### config.mk
export PLATFORM = sky130hd
export DESIGN_NAME = bipolar_plane_sequencer_flat
export DESIGN_NICKNAME = d
export VERILOG_FILES = /design/src/rtl/bipolar_plane_sequencer_if.sv /design/src/rtl/bipolar_plane_sequencer.sv /design/src/flat_wrapper.sv
export SDC_FILE = /design/constraint.sdc
export NUM_CORES = 1
export LEC_CHECK = 0
export BUFFER_PORTS_ARGS = -buffer_cell sky130_fd_sc_hd__buf_2
export CAP_MARGIN = 0
export CELL_PAD_IN_SITES_DETAIL_PLACEMENT = 1
export CELL_PAD_IN_SITES_GLOBAL_PLACEMENT = 1
export CORE_ASPECT_RATIO = 0.7
export CORE_MARGIN = 10
export CORE_UTILIZATION = 30
export DETAILED_ROUTE_END_ITERATION = 8
export GPL_TIMING_DRIVEN = 1
export PLACE_DENSITY_LB_ADDON = 0.1
export SYNTH_ARGS = -nofsm -noshare
export SYNTH_HDL_FRONTEND = slang
export SYNTH_SLANG_ARGS = --single-unit
### constraint.sdc
create_clock -name clk -period 1.3 [get_ports clk]
set_input_delay 0.13 -clock clk [delete_from_list [all_inputs] [get_ports clk]]
set_output_delay 0.13 -clock clk [all_outputs]
set_load 0.02 [all_outputs]
### src/rtl/bipolar_plane_sequencer_if.sv
// Handshake/bus bundle for bipolar_plane_sequencer.
// Ports:
//   in_valid/in_ready/in_data             : activation vector from the buffer
//   plane_valid/plane_ready               : per-plane handshake to the array
//   wl_p/wl_n/plane_idx/plane_last        : current bit-plane payload
//   busy/skip_pulse                       : status
// master = sequencer side, slave = activation buffer / array side.
interface bipolar_plane_sequencer_if #(
  parameter int inBits   = 4,
  parameter int numLanes = 1
);
  localparam int outBits = inBits - 1;
  localparam int idxBits = (outBits > 1) ? $clog2(outBits) : 1;

  logic                         in_valid;
  logic                         in_ready;
  logic [numLanes*inBits-1:0]   in_data;
  logic                         plane_valid;
  logic                         plane_ready;
  logic [numLanes-1:0]          wl_p;
  logic [numLanes-1:0]          wl_n;
  logic [idxBits-1:0]           plane_idx;
  logic                         plane_last;
  logic                         busy;
  logic                         skip_pulse;

  modport master (
    input  in_valid, in_data, plane_ready,
    output in_ready, plane_valid, wl_p, wl_n, plane_idx, plane_last, busy, skip_pulse
  );

  modport slave (
    output in_valid, in_data, plane_ready,
    input  in_ready, plane_valid, wl_p, wl_n, plane_idx, plane_last, busy, skip_pulse
  );
endinterface

### src/rtl/bipolar_plane_sequencer.sv
// Converts one vector of signed activations into bipolar positive/negative
// wordline magnitudes and issues them to the CIM array one bit-plane per
// handshake.
// Ports:
//   clk  : clock
//   rst  : synchronous active-high reset
//   bus  : bipolar_plane_sequencer_if.master (input vector handshake,
//          plane handshake with wl_p/wl_n/plane_idx/plane_last, busy, skip_pulse)
// All outputs are registered; next values are computed from the next state.
module bipolar_plane_sequencer #(
  parameter int inBits    = 4,
  parameter int numLanes  = 1,
  parameter int MSB_FIRST = 1,
  parameter int SKIP_ZERO = 1
) (
  input logic                           clk,
  input logic                           rst,
  bipolar_plane_sequencer_if.master     bus
);

  localparam int outBits = inBits - 1;
  localparam int idxBits = (outBits > 1) ? $clog2(outBits) : 1;
  localparam logic [idxBits-1:0] firstIdx = (MSB_FIRST != 0) ? idxBits'(outBits - 1) : '0;
  localparam logic [idxBits-1:0] lastIdx  = (MSB_FIRST != 0) ? '0 : idxBits'(outBits - 1);
  localparam logic [idxBits-1:0] oneIdx   = idxBits'(1);

  typedef enum logic [0:0] {IDLE = 1'b0, ISSUE = 1'b1} state_t;

  // Returns {p, n}. Negative values use the low outBits of the magnitude, so
  // the most-negative input folds to m=0, giving p=all ones and n=0.
  function automatic logic [2*outBits-1:0] convert_lane(input logic [inBits-1:0] x);
    logic [inBits-1:0]  neg_v;
    logic [outBits-1:0] p_v;
    logic [outBits-1:0] n_v;
    logic [outBits-1:0] m_v;
    neg_v = ~x + {{(inBits-1){1'b0}}, 1'b1};
    m_v   = neg_v[outBits-1:0];
    if (x == '0) begin
      p_v = '0;
      n_v = '0;
    end else if (x[inBits-1] == 1'b0) begin
      p_v = x[outBits-1:0];
      n_v = ~x[outBits-1:0];
    end else begin
      p_v = ~m_v;
      n_v = m_v;
    end
    return {p_v, n_v};
  endfunction

  state_t                             state_r, state_s;
  logic [idxBits-1:0]                 idx_r, idx_s;
  logic [numLanes-1:0][outBits-1:0]   p_r, p_s;
  logic [numLanes-1:0][outBits-1:0]   n_r, n_s;
  logic                               skip_s;
  logic                               in_ready_r, in_ready_s;
  logic                               plane_valid_r, plane_valid_s;
  logic [numLanes-1:0]                wl_p_r, wl_p_s;
  logic [numLanes-1:0]                wl_n_r, wl_n_s;
  logic                               plane_last_r, plane_last_s;
  logic                               busy_r;
  logic                               skip_r;

  // Next-state, held-vector and next-output computation.
  always_comb begin
    state_s = state_r;
    idx_s   = idx_r;
    p_s     = p_r;
    n_s     = n_r;
    skip_s  = 1'b0;
    case (state_r)
      IDLE: begin
        if (bus.in_valid) begin
          for (int i = 0; i < numLanes; i++) begin
            {p_s[i], n_s[i]} = convert_lane(bus.in_data[i*inBits +: inBits]);
          end
          if ((SKIP_ZERO != 0) && (bus.in_data == '0)) begin
            skip_s = 1'b1;
          end else begin
            state_s = ISSUE;
            idx_s   = firstIdx;
          end
        end else begin
          state_s = IDLE;
        end
      end
      ISSUE: begin
        if (bus.plane_ready) begin
          if (idx_r == lastIdx) begin
            state_s = IDLE;
          end else if (MSB_FIRST != 0) begin
            idx_s = idx_r - oneIdx;
          end else begin
            idx_s = idx_r + oneIdx;
          end
        end else begin
          state_s = ISSUE;
        end
      end
      default: begin
        state_s = IDLE;
      end
    endcase

    plane_valid_s = (state_s == ISSUE);
    in_ready_s    = (state_s == IDLE);
    plane_last_s  = plane_valid_s && (idx_s == lastIdx);
    for (int i = 0; i < numLanes; i++) begin
      wl_p_s[i] = plane_valid_s ? p_s[i][idx_s] : 1'b0;
      wl_n_s[i] = plane_valid_s ? n_s[i][idx_s] : 1'b0;
    end
  end

  // State, held vector and registered outputs.
  always_ff @(posedge clk) begin
    if (rst) begin
      state_r       <= IDLE;
      idx_r         <= '0;
      p_r           <= '0;
      n_r           <= '0;
      in_ready_r    <= 1'b1;
      plane_valid_r <= 1'b0;
      wl_p_r        <= '0;
      wl_n_r        <= '0;
      plane_last_r  <= 1'b0;
      busy_r        <= 1'b0;
      skip_r        <= 1'b0;
    end else begin
      state_r       <= state_s;
      idx_r         <= idx_s;
      p_r           <= p_s;
      n_r           <= n_s;
      in_ready_r    <= in_ready_s;
      plane_valid_r <= plane_valid_s;
      wl_p_r        <= wl_p_s;
      wl_n_r        <= wl_n_s;
      plane_last_r  <= plane_last_s;
      busy_r        <= plane_valid_s;
      skip_r        <= skip_s;
    end
  end

  assign bus.in_ready    = in_ready_r;
  assign bus.plane_valid = plane_valid_r;
  assign bus.wl_p        = wl_p_r;
  assign bus.wl_n        = wl_n_r;
  assign bus.plane_idx   = idx_r;
  assign bus.plane_last  = plane_last_r;
  assign bus.busy        = busy_r;
  assign bus.skip_pulse  = skip_r;

endmodule
### src/flat_wrapper.sv
// flat-port wrapper written by rule: the top's interface ports become plain ports
module bipolar_plane_sequencer_flat 
#(
  parameter int inBits    = 4,
  parameter int numLanes  = 1,
  parameter int MSB_FIRST = 1,
  parameter int SKIP_ZERO = 1
)
  (clk, rst, bus_in_valid, bus_in_data, bus_plane_ready, bus_in_ready, bus_plane_valid, bus_wl_p, bus_wl_n, bus_plane_idx, bus_plane_last, bus_busy, bus_skip_pulse);
  bipolar_plane_sequencer_if #(.inBits(inBits), .numLanes(numLanes)) bus_i ();
  input logic clk;
  input logic rst;
  input wire logic [$bits(bus_i.in_valid)-1:0] bus_in_valid;
  input wire logic [$bits(bus_i.in_data)-1:0] bus_in_data;
  input wire logic [$bits(bus_i.plane_ready)-1:0] bus_plane_ready;
  output wire logic [$bits(bus_i.in_ready)-1:0] bus_in_ready;
  output wire logic [$bits(bus_i.plane_valid)-1:0] bus_plane_valid;
  output wire logic [$bits(bus_i.wl_p)-1:0] bus_wl_p;
  output wire logic [$bits(bus_i.wl_n)-1:0] bus_wl_n;
  output wire logic [$bits(bus_i.plane_idx)-1:0] bus_plane_idx;
  output wire logic [$bits(bus_i.plane_last)-1:0] bus_plane_last;
  output wire logic [$bits(bus_i.busy)-1:0] bus_busy;
  output wire logic [$bits(bus_i.skip_pulse)-1:0] bus_skip_pulse;
  assign bus_i.in_valid = bus_in_valid;
  assign bus_i.in_data = bus_in_data;
  assign bus_i.plane_ready = bus_plane_ready;
  assign bus_in_ready = bus_i.in_ready;
  assign bus_plane_valid = bus_i.plane_valid;
  assign bus_wl_p = bus_i.wl_p;
  assign bus_wl_n = bus_i.wl_n;
  assign bus_plane_idx = bus_i.plane_idx;
  assign bus_plane_last = bus_i.plane_last;
  assign bus_busy = bus_i.busy;
  assign bus_skip_pulse = bus_i.skip_pulse;
  bipolar_plane_sequencer #(.inBits(inBits), .numLanes(numLanes), .MSB_FIRST(MSB_FIRST), .SKIP_ZERO(SKIP_ZERO)) u_core (.clk(clk), .rst(rst), .bus(bus_i));
endmodule
==> summary.txt <==
Run status
  • Run status: complete, but fails checks
  • Failing checks: setup timing

Synthesis
  • Largest area contributor in the synthesized netlist: dfxtp_1
  • Synth top area cells: dfxtp_1 43%, nor2_1 4.6%, o211ai_1 3.4%
  • Number of synthesized flops with an enable pin: 0
  • Most common cell in the netlist: dfxtp_1
  • Synth cell types: 36
  • Register area share after synthesis: 0.426
  • Synth top area share: 0.426
  • Synth Flop Type: dfxtp_1
  • Cell Area, Synth: 658 um^2
  • Synth Net Count: 79
  • Mapped Avg Cell Area: 9.40 um^2
  • Number of synthesized register bits: 14
  • Synth warn: 0
  • Most frequent cells after synthesis: 14 x dfxtp_1, 8 x nor2_1, 5 x inv_1
  • Async S/R FF share, synth: 0
  • Cells after Synth: 70

Min path
  • Worst Hold End: u_core.bus.in_ready$_SDFF_PP1_
  • Hold Path Class: primary input to flip-flop
  • WHS Path Cells: 2
  • Worst hold start: rst

Route
  • Routed wire per std cell: 15.5 um
  • Final wirelength: 2.14 mm
  • Vias: 649
  • Post-DRT Antenna Nets: 0
  • DR DRC count: 0
  • Drt via density: 4.70
  • 1st-iter DRT viols: 24
  • Drt first pass iters: 4

Floorplanning
  • Chip Height: 59.2 um
  • Initial Utilization: 0.311
  • Die ar.: 4500 um^2
  • Die width: 76.0 um
  • Cell row count: 14
  • Core ar.: 2120 um^2
  • Ports: 17

GRT
  • Most Used Layer, Global Route: met2
  • Overall routing resource usage: 0.0973
  • Routing usage on met1: 0.107
  • Met2 Use GR: 0.170
  • Largest net degree at the start of global routing: 10
  • Vias in the first global route: 698
  • GRT met3 Usage: 0.0379
  • Total gr overflow: 0
  • Global-route wire length before repair: 3.46 mm
  • Initial antenna violation count: 0

Finish
  • Proportion of layout cells with a drive suffix above 1: 0.566
  • Utilization after layout: 0.485
  • Design Area, Final: 1030 um^2
  • Area added between synthesis and finish: 56.3%
  • Filler-free cell count of the finished design: 138
  • Inserted Diodes: 0
  • NumNets Final: 116

Clock tree
  • Num CTS Buffers: 3
  • H-tree depth: 1
  • Worst-skew pair later-pin latency: 0.29 ns
  • Clock sink count: 14
  • CTS tree: built
  • CTS max path bufs: 2
  • Clk root buf: clkbuf_4
  • Cts hold-fix bufs: 0
  • Clock slew at reported path FFs: 0.10 ns

Power and ir drop
  • Comb pwr share: 0.269
  • Switching Fraction: 0.299
  • NetSw: 0.330 mW
  • Int Pwr: 0.774 mW
  • Pwr/cell area: 1070 nW/um^2
  • Total power: 1.10 mW
  • Worst VDD drop: 0.775 mV
  • Lkg Pwr: 0.458 nW
  • Sequential power share: 0.432
  • Clock power share: 0.299

STA
  • Worst Max-Slew Pin Slew: 0.322 ns
  • Final setup TNS: -0.208 ns
  • Final setup viols: 4
  • Period Utilization, post-route: 1.07
  • Rel. slew slack: 0.784
  • Final hold violation count: 0
  • Fin. max-slew vios: 0
  • Hold WS: 0.127 ns
  • RSZ-0062 raised after global routing: true
  • Fmax: 0.720 GHz
  • Final Critical Period: 1.39 ns
  • Clock Skew: 0.0144 ns
  • Worst setup margin: -0.0885 ns

Critical path
  • Worst reg-to-reg setup slack: -0.09 ns
  • CP required: 1.52 ns
  • Crit path DAT: 1.61 ns
  • Reg-to-Reg End: u_core.bus.wl_p$_SDFF_PP0_
  • Critical path class: flip-flop to flip-flop
  • Reg2reg start: u_core.state_r$_SDFF_PP0_
  • Startpoint types: flip-flop
  • R2R cell count: 6
  • Crit path max fanout: 5
  • CP endpoint kind: flip-flop

Run
  • Maxcap violations: 0

Placed design
  • Post-place setup slack: -0.241 ns
  • Placer Congestion: 0.785
  • IO Port Bufs: 16
  • Post-placement cell area: 875 um^2
  • Detailed-placement wirelength estimate: 1.51 mm
  • Dpl cells: 129
area by class of cell:
class                   instances  area (um^2)
clock buffers                   4         36.3
fillers                       258         1090
inverters                       5         18.8
multi-input cells              47          398
flip-flops and latches         14          287
well taps                      32         40.0
repair buffers                 36          249
registers in the layout, summed over array words and instances, names as in the netlist:
register               cells
u_core.state_r             1
u_core.bus.plane_last      1
u_core.bus.wl_p            1
u_core.bus.plane_idx       2
u_core.bus.wl_n            1
u_core.p_r                 3
u_core.n_r                 3
u_core.bus.skip_pulse      1
u_core.bus.in_ready        1
critical path, cell delays in order, from the launching register on:
cell and delay (ns):
dfxtp_4 0.37, buf_6 0.12, nor2b_4 0.11, buf_6 0.13
nand2_4 0.06, a221o_1 0.33, a311oi_2 0.19
per-layer routing:
layer,part of all wire,vias up
met5,0,-
met4,0.011,0
met3,0.061,2
met2,0.47,21
met1,0.46,299
li1,-,327
cells in the final DEF, fill, tap and decap left out, types with 2 or more instances in the layout:
cell      Yosys  layout
buf_4         1      15
a311oi_2      1       2
dfxtp_1      14      11
clkbuf_4      0       3
nand2_2       2       2
o211ai_1      3       3
a22oi_1       2       2
inv_1         5       5
nor2_1        8       8
a211oi_1      2       2
o21ai_0       3       2
buf_6         1       4
nand3_1       2       2
nor3b_2       1       2
buf_2         0      16
dfxtp_2       0       2
power by group through the flow:
stage               clock network [mW]  registers, mW  logic (mW)
floorplan                            0          0.503       0.126
global placement                     0          0.484       0.240
detailed placement                   0          0.485       0.242
CTS                              0.343          0.478       0.285
global route                     0.358          0.481       0.322
finish                           0.330          0.477       0.297
worst max-delay path by stage:
stage / from / slack (ns) / endpoint
floorplan: u_core.state_r$_SDFF_PP0_ / 0.004 / u_core.bus.plane_last$_SDFF_PP0_
global placement: bus_in_data[0] / -0.21 / u_core.bus.wl_p$_SDFF_PP0_
detailed placement: bus_in_data[0] / -0.24 / u_core.bus.wl_p$_SDFF_PP0_
CTS: u_core.bus.plane_idx[0]$_SDFF_PP0_ / -0.10 / u_core.bus.wl_p$_SDFF_PP0_
global route: bus_in_data[0] / -0.17 / u_core.bus.wl_p$_SDFF_PP0_
finish: u_core.state_r$_SDFF_PP0_ / -0.09 / u_core.bus.wl_p$_SDFF_PP0_
kinds of logic after synthesis:
group           share of synthesized area
fa+ha+maj                          0.0190
simple gates                        0.196
xor+xnor                           0.0266
flops                               0.426
compound gates                      0.249
buf+inv                            0.0836
what timing repair did:
action	4_1_cts	5_1_grt
setup endpoints to repair	3	3
resized for setup	15	3
pin swaps	8	1
gates cloned	1	0
setup buffers	3	1
No activity file was read; power rests on OpenSTA's default activity.
